## src/rtl/morse_symbol_collector.sv

```systemverilog
// morse_symbol_collector
//   Times debounced Morse key presses in timebase ticks, classifies each press
//   as a dot or a dash, and packs the symbols of one letter into a code
//   register. When the inter-letter gap expires, the letter is presented on
//   code/len/err with a one-cycle valid strobe.
//
//   Optional build macro: MORSE_GLITCH_FILTER_EN
//     defined   - a press released before any tick was seen is discarded
//     undefined - such a press counts as a dot
//
//   state | meaning
//   ------+---------------------------------------------------------------
//   IDLE  | no letter in progress, waiting for the first press
//   PRESS | key held, counting press ticks
//   GAP   | key released inside a letter, counting gap ticks toward emit

module morse_symbol_collector #(
   parameter int DASH_MIN  = 2,
   parameter int GAP_TICKS = 3,
   parameter int CNT_W     = 8
) (
   input  logic       clk,
   input  logic       reset,
   input  logic       tick,
   input  logic       key,
   output logic [4:0] code,
   output logic [2:0] len,
   output logic       err,
   output logic       valid
);

   localparam logic [1:0] S_IDLE  = 2'd0;
   localparam logic [1:0] S_PRESS = 2'd1;
   localparam logic [1:0] S_GAP   = 2'd2;

   localparam logic [CNT_W-1:0] DASH_MIN_C = CNT_W'(DASH_MIN);
   // The emit fires on the tick that would bring the gap counter to GAP_TICKS.
   localparam logic [CNT_W-1:0] GAP_LAST_C = CNT_W'(GAP_TICKS - 1);
   localparam logic [CNT_W-1:0] CNT_MAX_C  = '1;
   localparam logic [2:0]       MAX_SYMS   = 3'd5;

   logic [1:0]       r_state;
   logic [CNT_W-1:0] r_press_cnt;
   logic [CNT_W-1:0] r_gap_cnt;
   logic [4:0]       r_sr;
   logic [2:0]       r_len;
   logic             r_err;
   logic [4:0]       r_code;
   logic [2:0]       r_len_out;
   logic             r_err_out;
   logic             r_valid;

   logic             w_sym;
   logic             w_glitch;

   assign w_sym = (r_press_cnt >= DASH_MIN_C);

`ifdef MORSE_GLITCH_FILTER_EN
   assign w_glitch = (r_press_cnt == '0);
`else
   assign w_glitch = 1'b0;
`endif

   assign code  = r_code;
   assign len   = r_len_out;
   assign err   = r_err_out;
   assign valid = r_valid;

   // Letter FSM: press/gap timing, symbol shift-in and the emit of a letter.
   always_ff @(posedge clk or posedge reset) begin
      if (reset) begin
         r_state     <= S_IDLE;
         r_press_cnt <= '0;
         r_gap_cnt   <= '0;
         r_sr        <= '0;
         r_len       <= '0;
         r_err       <= 1'b0;
         r_code      <= '0;
         r_len_out   <= '0;
         r_err_out   <= 1'b0;
         r_valid     <= 1'b0;
      end else begin
         r_valid <= 1'b0;
         case (r_state)
            S_IDLE: begin
               if (key) begin
                  r_state     <= S_PRESS;
                  r_press_cnt <= '0;
               end
            end

            S_PRESS: begin
               if (key) begin
                  if (tick && (r_press_cnt != CNT_MAX_C)) begin
                     r_press_cnt <= r_press_cnt + 1'b1;
                  end
               end else if (w_glitch) begin
                  // Tickless press: dropped without touching the letter.
                  r_gap_cnt <= '0;
                  r_state   <= (r_len == '0) ? S_IDLE : S_GAP;
               end else begin
                  if (r_len == MAX_SYMS) begin
                     r_err <= 1'b1;
                  end else begin
                     r_sr  <= {r_sr[3:0], w_sym};
                     r_len <= r_len + 3'd1;
                  end
                  r_gap_cnt <= '0;
                  r_state   <= S_GAP;
               end
            end

            S_GAP: begin
               if (key) begin
                  // A press on the expiring tick still resumes the letter.
                  r_state     <= S_PRESS;
                  r_press_cnt <= '0;
               end else if (tick) begin
                  if (r_gap_cnt == GAP_LAST_C) begin
                     r_code    <= r_sr;
                     r_len_out <= r_len;
                     r_err_out <= r_err;
                     r_valid   <= 1'b1;
                     r_sr      <= '0;
                     r_len     <= '0;
                     r_err     <= 1'b0;
                     r_gap_cnt <= r_gap_cnt + 1'b1;
                     r_state   <= S_IDLE;
                  end else if (r_gap_cnt != CNT_MAX_C) begin
                     r_gap_cnt <= r_gap_cnt + 1'b1;
                  end
               end
            end

            default: begin
               r_state <= S_IDLE;
            end
         endcase
      end
   end

endmodule

```

## config.mk

```make
export PLATFORM = sky130hd
export DESIGN_NAME = morse_symbol_collector
export DESIGN_NICKNAME = d
export VERILOG_FILES = /design/src/rtl/morse_symbol_collector.sv
export SDC_FILE = /design/constraint.sdc
export NUM_CORES = 1
export LEC_CHECK = 0
export CAP_MARGIN = 20
export CORE_ASPECT_RATIO = 0.6
export CORE_MARGIN = 3
export CORE_UTILIZATION = 57
export DETAILED_ROUTE_END_ITERATION = 8
export GPL_TIMING_DRIVEN = 0
export PLACE_DENSITY = 0.88
export RECOVER_POWER = 25
export SYNTH_ARGS = -nofsm -noshare
export SYNTH_HDL_FRONTEND = slang
export SYNTH_SLANG_ARGS = --single-unit
```

## constraint.sdc

```tcl
create_clock -name clk -period 2.2 [get_ports clk]
set_input_delay 0.55 -clock clk [delete_from_list [all_inputs] [get_ports clk]]
set_output_delay 0.55 -clock clk [all_outputs]
set_load 0.02 [all_outputs]
```

==> Word level (Yosys, flattened, before mapping) <==
Cells that the tools add are included.
{ "word_totals": {"reg_bits": 37, "elab_cells": 83} }
{ "op_classes": {"addsub": 3, "magnitude_cmp": 1, "n_eq_ne": 19, "muxes": 38, "bitwise": 1, "n_reduce_logical": 11} }
{ "op_table": {"columns": ["cell", "count"], "rows": [
  ["$mux W8", 8],
  ["$pmux W8 S2", 2],
  ["$mux W5", 5],
  ["$ne A2 B2 Y1 const B", 9],
  ["$add A8 B1 Y8 const B", 2],
  ["$ne A8 B8 Y1 const B", 2],
  ["$mux W3", 5],
  ["$reduce_and A4 Y1", 3],
  ["$reduce_and A6 Y1", 2],
  ["$mux W2", 5],
  ["$pmux W5 S2", 1],
  ["$mux W1", 9],
  ["$ne A3 B3 Y1 const B", 3],
  ["$eq A8 B2 Y1 const B", 1],
  ["$ge A8 B2 Y1 const B", 1],
  ["$pmux W2 S3", 1],
  ["$pmux W3 S2", 1],
  ["$reduce_and A5 Y1", 1],
  ["$reduce_bool A2 Y1", 2],
  ["$add A3 B1 Y3 const B", 1],
  ["$eq A3 B3 Y1 const B", 1],
  ["$eq A2 B1 Y1 const B", 1],
  ["$eq A2 B2 Y1 const B", 1],
  ["$logic_not A2 Y1", 1],
  ["other kinds (5)", 5]
]} }

==> Logic depth before layout (Yosys ltp) <==
{ "depth": {"word_depth": 6, "ltp_mapped": 7, "mapped_depth_nobuf": 7} }

==> Least setup slack after synthesis <==
OpenSTA, ideal clock, no wires.
{ "synth_timing": {"kind": "reg-to-reg", "from": "reg r_gap_cnt[0]", "to": "reg r_gap_cnt[4]", "arrival_ns": 1.741, "required_time_ns": 2.123, "slack_ns": 0.382, "stages_incl_launch_ff": 7, "path_buffers": 1, "synth_period_minus_slack_ns": 1.818, "cell_sequence": "dfrtp_1 -> ha_1 -> and4b_1 -> and4_1 -> buf_2 -> or4_1 -> a21oi_1"} }
{ "synth_between": {"elab_chain_cells": 6} }
{ "synth_lines": {"columns": ["element", "line_no", "text"], "rows": [
  ["start: declaration", "44", "logic [CNT_W-1:0] r_gap_cnt;"],
  ["start signal: assignment", "127", "r_gap_cnt <= r_gap_cnt + 1'b1;"],
  ["start signal: assignment", "130", "r_gap_cnt <= r_gap_cnt + 1'b1;"],
  ["$add A8 B1 Y8", "127, 130", null],
  ["$mux W8", "129", "end else if (r_gap_cnt != CNT_MAX_C) begin"],
  ["$mux W8", "119", "if (r_gap_cnt == GAP_LAST_C) begin"],
  ["$mux W8", "118", "end else if (tick) begin"],
  ["$mux W8", "114", "if (key) begin"],
  ["$pmux W8 S2", "84", "case (r_state)"]
]} }
Several ways; a longest one is shown, not always the timed one. The select of a mux whose other input is x is not followed.
A chain may end at the register's enable or synchronous reset.

==> Worst setup path after layout <==
{ "layout_timing": {"from": "reg r_gap_cnt[0]", "to": "reg r_len[1]"} }
{ "layout_between": {"elab_chain_cells": 3} }
{ "layout_lines": {"columns": ["element", "line_no", "text"], "rows": [
  ["$eq A8 B2 Y1", "119", null],
  ["$ne A2 B2 Y1 (no line)", null, null],
  ["$reduce_and A6 Y1 (no line)", null, null],
  ["end signal: assignment", "106", "r_len <= r_len + 3'd1;"],
  ["end: declaration", "46", "logic [2:0] r_len;"]
]} }
Every way passes these cells.

==> results.md <==
- Outcome: finished clean
- Number of flops mapped to enable cells by yosys: 0
- Fin cells: 254
- Total Routing Usage GR: 0.236
- # DRC: 0
- DIE WIDTH: 80.8 um
- Vias in the first global route: 1557
- Cell variety after synth: 46
- Final Hold Fails: 0
- Reg2reg path depth: 6
- WS Path Type: reg2reg
- Seq cells post-synth: 37
- Worst Max-Slew Pin Slew: 920 ps
- Die area: 4120 um2
- Iter 0 DRT Violations: 147
- Period minus WS final: 2030 ps
- Post-synthesis average cell area: 10.1 um2
- RSZ-0062 raised after global routing: false
- Hold Path Class: reg2reg
- Worst flop-to-flop path startpoint: r_gap_cnt[0]
- CTS Buf Count: 5
- Post-synthesis mux area share: 0.0457
- # setup viols final: 0
- Complex-gate fraction of the synthesized area: 0.148
- Gpl congestion: 0.916
- Clk buf depth: 2
- Min-Delay Path Depth: 2
- CTS Root Cell: clkbuf_8
- Die Height: 50.9 um
- Hold_sp: r_err
- R2R Setup Slk: 170 ps
- Adder-cell share of the synthesized area: 0.0392
- Net Sw Frac: 0.268
- Critical path peak fanout: 7
- Arrival @ worst endpoint: 2200 ps
- Pins over their slew limit: 0
- Final worst path period share: 0.924
- Post-synthesis sequential area ratio: 0.483
- Vias post-DR: 1598
- Combinational power share: 0.159
- Share of cells above drive strength 1: 0.118
- Slew headroom: 0.386
- Lkg Pwr: 0.999 nW
- Max-cap violation count: 0
- Clock Sink Count: 37
- Fmax: 492 MHz
- Final nets: 222
- Vias/cell: 6.29
- Initial Util: 0.630
- Routed wire length: 4200 um
- Worst setup SP type: flop
- Layout area overhead: 16.8%
- Clk pwr share: 0.342
- Fill cells: 208
- Net Sw Power: 0.000437 W
- # hold bufs at CTS: 0
- Hold path endpoint: err
- CTS clock-pin slew for the worst setup and hold paths: 70 ps
- Post-Synthesis Cells: 189
- Detail Placement HPWL: 3090 um
- Antenna violations before repair: 0
- Floorplan core area: 3040 um2
- Internal power: 0.00119 W
- CTS H-tree lvls: 2
- Port bufs: 13
- Async S/R FF share, synth: 1.00
- N_diodes: 0
- Post-synthesis simple-gate area fraction: 0.244
- Synth Net Count: 199
- Clock Latency Late Sink: 280 ps
- Pin count of the biggest net entering global routing: 23
- Post-synthesis cell area: 1920 um2
- Power per cell area: 729 nW/um2
- Largest family of logic cells by synthesized area: simple AND/OR/NAND/NOR gates
- CTS tree: yes
- Pwr Total: 0.00163 W
- I/O Pins: 14
- Worst path required time: 2370 ps
- Worst setup EP type: flop
- Antenna Violating Nets Remaining: 0
- Reg power frac: 0.499
- Number of iterations in the first detailed-routing pass: 5
- Grt total ovfl: 0
- Peak VDD IR: 424 uV
- # rows: 15
- Synth Area in XOR/XNOR: 0
- Setup Skew: 4.88 ps
- RR Endpoint: r_len[1]
- Average wire per standard cell: 16.5 um
- First-pass GRT wire length: 7430 um
- Main synth FF type: dfrtp_1
- Dpl cells: 245
- Yosys synthesis warning count: 0
## how the worst max path moves through the flow
| stage | from | to | cells after the start |
|---|---|---|---|
| detailed placement | key | r_len[1] | 6 |
| CTS | tick | r_len[1] | 6 |
| floorplan | r_gap_cnt[0] | r_gap_cnt[4] | 6 |
| global placement | key | r_sr[3] | 6 |
| global route | r_gap_cnt[0] | r_sr[1] | 6 |
| finish | r_gap_cnt[0] | r_len[1] | 6 |
## sequential cells by signal, summed over array words and instances, names as in the netlist, 2 cells and up
signal       count
code             5
r_sr             5
r_state          2
r_gap_cnt        8
r_len            3
r_press_cnt      8
len              3
## Yosys cell counts (all sizes together) (3+ instances only)
library cell,instances,share of area
a21oi,13,0.036
and3,4,0.013
buf,4,0.017
clkbuf,3,0.0059
dfrtp,37,0.48
ha,6,0.039
inv,9,0.018
mux2,6,0.035
nand2,18,0.035
nand2b,4,0.013
nand3,11,0.029
nand4,3,0.0098
nor2,8,0.017
nor3,5,0.013
nor4,3,0.0098
o21ai,16,0.042
o31ai,4,0.016
or3,3,0.0098
## cells by family (layout without fill, tap and decap cells)
family,after synthesis,after routing
AO/OA/AOI/OAI,46,46
adder cells (fa/ha/maj),6,6
buffers and inverters,16,39
flip-flops,37,37
multiplexers,8,8
AND/OR/NAND/NOR,76,76
## through the flow
stage / instance area (um2) / utilization / hold slack (ps) / setup slack (ps) / setup TNS, ps
6_report: 2240 / 0.736 / 476 / 166 / 0
3_3_place_gp: 2100 / 0.690 / 454 / -352 / -3270
4_1_cts: 2230 / 0.733 / 482 / 48.7 / 0
3_5_place_dp: 2110 / 0.695 / 465 / -438 / -5850
5_1_grt: 2240 / 0.736 / 521 / 11.0 / 0
2_1_floorplan: 1920 / - / 439 / 382 / 0
## power groups by stage
stage	logic (W)	clock network (W)	registers [W]
4_1_cts	0.000259	0.000568	0.000811
3_5_place_dp	0.000255	0	0.000825
5_1_grt	0.000293	0.000601	0.000821
6_report	0.000259	0.000558	0.000813
3_3_place_gp	0.000232	0	0.000817
2_1_floorplan	0.000182	0	0.000811
## cell usage in the layout (no fill, tap or decap), types with 4 or more instances in the layout
master / netlist / routed
dfrtp_1: 37 / 37
nand2_1: 18 / 18
o21ai_0: 16 / 16
a21oi_1: 12 / 12
nand3_1: 11 / 11
clkdlybuf4s50_1: 0 / 10
inv_1: 9 / 9
nor2_1: 7 / 7
ha_1: 6 / 6
nor3_1: 5 / 5
clkbuf_8: 0 / 5
nand2b_1: 4 / 4
o31ai_1: 4 / 4
and3_1: 4 / 4
## worst max-delay path, cell delays in order, from the launching register on
cell and delay (ps):
dfrtp_1 420, inv_1 80, ha_1 170, nor4b_2 300
a21oi_1 220, nor3b_4 370, mux2_1 360
## per-layer routing
layer / vias up / part of all wire / GRT usage
met4: 0 / 0.017 / 0.0674
li1: 741 / - / -
met3: 10 / 0.082 / 0.0616
met2: 82 / 0.45 / 0.362
met5: - / 0 / 0
met1: 765 / 0.45 / 0.331
## final cells by class
cell class                 count  area, um2  share of cell area
sequential                    37        926               0.414
buffer                         7       43.8              0.0196
tap                           42       52.6              0.0235
multi-input combinational    136        916               0.409
clock buffer                   5       68.8              0.0308
timing repair buffer          16        161              0.0721
inverter                       9       33.8              0.0151
clock inverter                 2       35.0              0.0157
## repair_timing
item,4_1_cts,5_1_grt
setup buffers,1,1
resized for setup,3,1
setup endpoints to repair,7,1
pin swaps,2,1
Note: power is estimated with default switching activity, not from simulation.
